[src/rtl/mem_port_arbiter.sv]
// mem_port_arbiter: shares one single-ported synchronous memory between an
// instruction-fetch requester and a load/store requester. Data accesses have
// priority; a bounded starvation counter guarantees forward progress for fetch.
// Read data returns one cycle after the grant and is steered back to the
// requester that owns the outstanding read.
module mem_port_arbiter #(
    parameter int AW         = 10,
    parameter int DW         = 32,
    parameter int STARVE_MAX = 3
) (
    input  logic          clk,
    input  logic          rst,

    // fetch requester
    input  logic          if_req,
    input  logic [AW-1:0] if_addr,
    output logic          if_gnt,
    output logic          if_rvalid,
    output logic [DW-1:0] if_rdata,

    // load/store requester
    input  logic          dm_req,
    input  logic          dm_we,
    input  logic [AW-1:0] dm_addr,
    input  logic [DW-1:0] dm_wdata,
    output logic          dm_gnt,
    output logic          dm_rvalid,
    output logic [DW-1:0] dm_rdata,

    // shared memory port
    output logic          mem_en,
    output logic          mem_we,
    output logic [AW-1:0] mem_addr,
    output logic [DW-1:0] mem_wdata,
    input  logic [DW-1:0] mem_rdata
);

    // Counter is wide enough to hold STARVE_MAX; never narrower than one bit.
    localparam int CW = ($clog2(STARVE_MAX + 1) > 0) ? $clog2(STARVE_MAX + 1) : 1;
    localparam logic [CW-1:0] STARVE_LIM = CW'(STARVE_MAX);

    // Which requester the read issued last cycle belongs to.
    typedef enum logic [1:0] {
        OWN_NONE = 2'd0,
        OWN_IF   = 2'd1,
        OWN_DM   = 2'd2
    } owner_e;

    owner_e        owner_q, owner_d;
    logic [CW-1:0] starve_q, starve_d;
    logic          starve_hit;

    // Grant selection: data side wins unless fetch has waited its limit.
    always_comb begin
        // NOTE: every combinational output gets a default first so no path
        // through the block leaves it unassigned (which would infer a latch).
        if_gnt     = 1'b0;
        dm_gnt     = 1'b0;
        starve_hit = if_req && (starve_q == STARVE_LIM);
        if (!rst) begin
            if (dm_req && !starve_hit) begin
                dm_gnt = 1'b1;
            end else if (if_req) begin
                if_gnt = 1'b1;
            end
        end
    end

    // Steer the granted requester onto the memory port; fetch is always a read.
    always_comb begin
        mem_en    = if_gnt | dm_gnt;
        mem_we    = dm_gnt & dm_we;
        mem_addr  = '0;
        mem_wdata = '0;
        if (dm_gnt) begin
            mem_addr  = dm_addr;
            mem_wdata = dm_wdata;
        end else if (if_gnt) begin
            mem_addr  = if_addr;
        end
    end

    // Next-state for the read owner and the fetch starvation counter.
    always_comb begin
        owner_d  = OWN_NONE;
        starve_d = starve_q;
        if (if_gnt) begin
            owner_d = OWN_IF;
        end else if (dm_gnt && !dm_we) begin
            owner_d = OWN_DM;
        end

        if (!if_req || if_gnt) begin
            starve_d = '0;
        end else if (starve_q != STARVE_LIM) begin
            starve_d = starve_q + CW'(1);
        end
    end

    // State registers with synchronous reset.
    always_ff @(posedge clk) begin
        // NOTE: sequential state uses non-blocking assignments so every
        // register samples the pre-edge value of its inputs.
        if (rst) begin
            owner_q  <= OWN_NONE;
            starve_q <= '0;
        end else begin
            owner_q  <= owner_d;
            starve_q <= starve_d;
        end
    end

    // Return path: a read in flight when reset is raised is dropped, so the
    // valids are also masked by rst in the cycle reset is first seen.
    always_comb begin
        if_rvalid = (owner_q == OWN_IF) && !rst;
        dm_rvalid = (owner_q == OWN_DM) && !rst;
        if_rdata  = if_rvalid ? mem_rdata : '0;
        dm_rdata  = dm_rvalid ? mem_rdata : '0;
    end

endmodule

[config.mk]
export PLATFORM = sky130hd
export DESIGN_NAME = mem_port_arbiter
export DESIGN_NICKNAME = d
export VERILOG_FILES = /design/src/rtl/mem_port_arbiter.sv
export SDC_FILE = /design/constraint.sdc
export NUM_CORES = 1
export LEC_CHECK = 0
export BUFFER_PORTS_ARGS = -buffer_cell sky130_fd_sc_hd__buf_2
export CORE_AREA = 2 2 79 81
export CTS_CLUSTER_DIAMETER = 30
export DETAILED_ROUTE_END_ITERATION = 12
export DIE_AREA = 0 0 81 83
export PLACE_DENSITY = 0.67
export SETUP_SLACK_MARGIN = 0.3
export SKIP_LAST_GASP = 1
export SYNTH_ARGS = -nofsm -noshare
export SYNTH_HDL_FRONTEND = slang
export SYNTH_SLANG_ARGS = --single-unit
[constraint.sdc]
create_clock -name clk -period 1.5 [get_ports clk]
set_clock_uncertainty 0.1 [all_clocks]
set_input_delay 0.15 -clock clk [delete_from_list [all_inputs] [get_ports clk]]
set_output_delay 0.15 -clock clk [all_outputs]
set_load 0.01 [all_outputs]
; Word level (Yosys, flattened, before mapping)
; Cells that the tools add are included.
[classes]
n_addsub = 1
n_eq_ne = 4
mux = 12
bitwise_logic = 2
n_reduce_logical = 12
[ops]
columns = operator, count
row1 = $mux 32, 3
row2 = $mux 10, 2
row3 = $mux 1, 6
row4 = $logic_and 1x1->1, 5
row5 = $eq 2x2->1 const B, 2
row6 = $logic_not 1->1, 4
row7 = $reduce_or 2->1, 2
row8 = $add 2x1->2 const B, 1
row9 = $eq 2x1->1 const B, 1
row10 = $mux 2, 1
row11 = $ne 2x2->1 const B, 1
row12 = $and 1x1->1, 1
row13 = $logic_or 1x1->1, 1
row14 = $or 1x1->1, 1
[word_totals]
register_bits = 4
input_bits = 89
output_inout_bits = 112

; Depth between registers and ports, before layout
[depth]
ltp_word = 9
depth_mapped = 5
ltp_nobuf = 4

; Worst setup path after synthesis
; Ideal clock, no wire load.
[synth_timing]
path_kind = reg-to-output
startpoint = reg starve_q[0]
endpoint = out mem_addr[1]
t_arrival_ns = 1.163
required_time_ns = 1.250
slack_ns = 0.087
stages_incl_launch_ff = 6
path_buffers = 1
cell_sequence = dfxtp_1 ha_1 nand2b_1 buf_2 a32oi_1 nor2_1
[synth_via]
elab_chain_cells = 8
elab_cells_between_ends = 10
[synth_lines]
columns = element, line
row1 = from (decl), 50  ; logic [CW-1:0] starve_q, starve_d;
row2 = from (signal assigned), 109  ; starve_q <= starve_d;
row3 = $eq 2x2->1 (*), 59  ; starve_hit = if_req && (starve_q == STARVE_LIM);
row4 = $logic_and 1x1->1 (*), 59
row5 = $logic_not 1->1 (*), 61  ; if (dm_req && !starve_hit) begin
row6 = $logic_and 1x1->1 (*), 61
row7 = $mux 1, 61
row8 = $mux 1, 60  ; if (!rst) begin
row9 = $mux 10, 78  ; end else if (if_gnt) begin
row10 = $mux 10 (*), 75  ; if (dm_gnt) begin
row11 = to (decl), 33  ; output logic [AW-1:0] mem_addr,
; Mark *: on every way between the ends. The rest lies on a longest branch, timed or not.

; Worst setup path in the final report
; Same ends and word-level chain as after synthesis.

==> flow_metrics.env <==
export IMPL_status="finished, violations left"
export IMPL_violations="setup timing"
export IMPL_synth_seq_cells=4
export IMPL_synth_cell_types=16
export IMPL_num_rows=28
export IMPL_grt_pass1_wl_mm=6.73
export IMPL_synth_warnings=0
export IMPL_stdcell_count=435
export IMPL_vias_per_cell=4.33
export IMPL_cts_tree="yes"
export IMPL_arrival_ps=1340
export IMPL_antenna_found_initial=0
export IMPL_drive_gt1_share_pct=86.4
export IMPL_ios=201
export IMPL_clock_sinks=4
export IMPL_die_h_um=83
export IMPL_hold_path_class="in2reg"
export IMPL_remaining_drc_errors=0
export IMPL_cts_clk_slew_worst_paths_ps=30
export IMPL_period_minus_slack_ps=1590
export IMPL_finalHoldViolCount=0
export IMPL_worst_pin_slew_ps=290
export IMPL_syn_inst=149
export IMPL_powerDensity_mw_per_mm2=275
export IMPL_peakVddDrop_v=0.000537
export IMPL_crit_fanout=7
export IMPL_grt_pass1_vias=1525
export IMPL_final_nets=452
export IMPL_area_growth_pct=213
export IMPL_dpl_cell_count=417
export IMPL_period_share_pct=106
export IMPL_ant_nets=0
export IMPL_grt_usage_pct=12.0
export IMPL_wire_per_inst_um=14.9
export IMPL_setup_viol=109
export IMPL_ctsHoldBuffers=0
export IMPL_dieArea_mm2=0.00672
export IMPL_coreArea_mm2=0.00582
export IMPL_setup_slack_ps=-90.3
export IMPL_rsz0062_at_grt="yes"
export IMPL_synth_largest_area_cell="and2_1"
export IMPL_synth_net_count=239
export IMPL_worstSkewPairLatency_ps=210
export IMPL_worstSetupPathType="reg2out"
export IMPL_fin_tns_setup_ps=-6740
export IMPL_postSynthAreaPerCell_um2=6.68
export IMPL_die_w_um=81
export IMPL_start_util_pct=17.1
export IMPL_end_kind="primary output"
export IMPL_cp_required_ps=1250
export IMPL_n_antenna_cell=0
export IMPL_cts_root_buffer="clkbuf_8"
export IMPL_htreeDepth=1
export IMPL_numCtsBuffers=3
export IMPL_maxCapViolations=0
export IMPL_grt_max_degree=36
export IMPL_p_total_uw=857
export IMPL_gr_total_overflow=0
export IMPL_syn_cell_area_um2=995
export IMPL_drt_initial_drc_count=20
export IMPL_drv_slew=0
export IMPL_ys_top_cells_by_area="and2_1 61%, a32oi_1 8.8%, dfxtp_1 8.1%"
export IMPL_p_leak_nw=1.70
export IMPL_synth_yosys_seq_area_share_pct=8.05
export IMPL_cts_max_path_buffers=2
export IMPL_drt_wl_total_mm=6.50
export IMPL_fmax_mhz=629
export IMPL_hpwl_mm=3.75
export IMPL_io_buffers=200
export IMPL_gp_congestion=0.739
export IMPL_critPathLaunchType="flop"
export IMPL_slew_headroom_pct=80.5
export IMPL_via_count=1884
export IMPL_dr_pass1_iters=4
export IMPL_synth_top_area_share_pct=61.0
-- sequential cells by signal (all words and copies together), names as in the netlist --
register  cells
owner_q       2
starve_q      2
-- stage by stage --
step           hold WS [ps]  util, %  setup WS [ps]  instance area, um^2
6_report              0.643     53.6          -90.3                 3120
5_1_grt                4.86     53.6           -166                 3120
4_1_cts                2.90     39.9          -94.6                 2320
3_5_place_dp            233     37.3           69.2                 2170
3_3_place_gp            251     37.3            137                 2170
2_1_floorplan           122        -            232                 1070
-- cell families after synthesis --
family,after synthesis,synth area share (%)
AO/OA/AOI/OAI,12,11.8
adder cells (fa/ha/maj),1,1.26
buffers and inverters,13,5.79
flip-flops,4,8.05
AND/OR/NAND/NOR,119,73.1
-- where the power goes --
part           leakage [nW]  internal (mW)  switching [mW]
Sequential           0.0347          0.110         0.00353
Combinational          1.64          0.298           0.222
Clock                0.0216          0.171          0.0518
Total                  1.70          0.580           0.278
-- cell usage after synthesis --
cell type  count
and2_1        97
nor2_1        14
a32oi_1       10
buf_2          7
clkbuf_1       5
dfxtp_1        4
nor2b_1        2
nor3b_2        2
a21boi_2       1
a21boi_4       1
and4b_1        1
buf_1          1
ha_1           1
nand2_1        1
nand2b_1       1
nor4bb_1       1
-- cell type report --
type                            instances  area, um^2
Fill cell                             517        2700
Timing Repair Buffer                  219        1760
Multi-Input combinational cell        134        1130
Tap cell                               75        93.8
Sequential cell                         4        87.6
Clock buffer                            3        41.3
-- final timing paths --
kind | endpoint | startpoint | cells past startpoint | slack [ps]
setup / recovery | mem_addr[1] | starve_q[0] | 5 | -90
hold / removal | owner_q[1] | dm_we | 2 | 0.6
setup reg to reg | owner_q[1] | starve_q[0] | 4 | 350
hold reg to reg | starve_q[0] | starve_q[0] | 1 | 330
-- cells in the final DEF (no fill, tap or decap) --
master,count
buf_2,133
and2_4,72
buf_6,72
and2_1,25
nor2_1,13
a32oi_1,7
clkbuf_16,6
a32oi_2,3
clkbuf_8,3
dfxtp_2,3
buf_12,3
buf_4,3
nor2b_1,2
a21boi_4,2
nand2b_4,2
nor3b_4,2
buf_16,2
nand2_2,1
nor2_2,1
nor4bb_1,1
and4b_1,1
ha_4,1
a21boi_2,1
dfxtp_4,1
-- critical path: stages, from the launching register on --
cell	delay (ps)
dfxtp_2	320
ha_4	200
a21boi_2	290
a32oi_1	90
nor2_1	100
buf_2	130
-- routing by layer --
metal | up-vias | routed length (um) | global-route usage [%]
met1 | 853 | 2260 | 12.8
met4 | 0 | 89 | 0.308
li1 | 903 | - | -
met2 | 116 | 3520 | 24.9
met3 | 12 | 632 | 1.96
met5 | - | 0 | 0
-- timing repair --
| action | CTS | global route |
|---|---|---|
| setup endpoints to repair | 111 | 111 |
| gates resized for setup | 10 | 143 |
| buffers inserted | 3 | 2 |
| pin swaps | 0 | 68 |
| cloned | 2 | 8 |
Note: power is estimated with default switching activity, not from simulation.
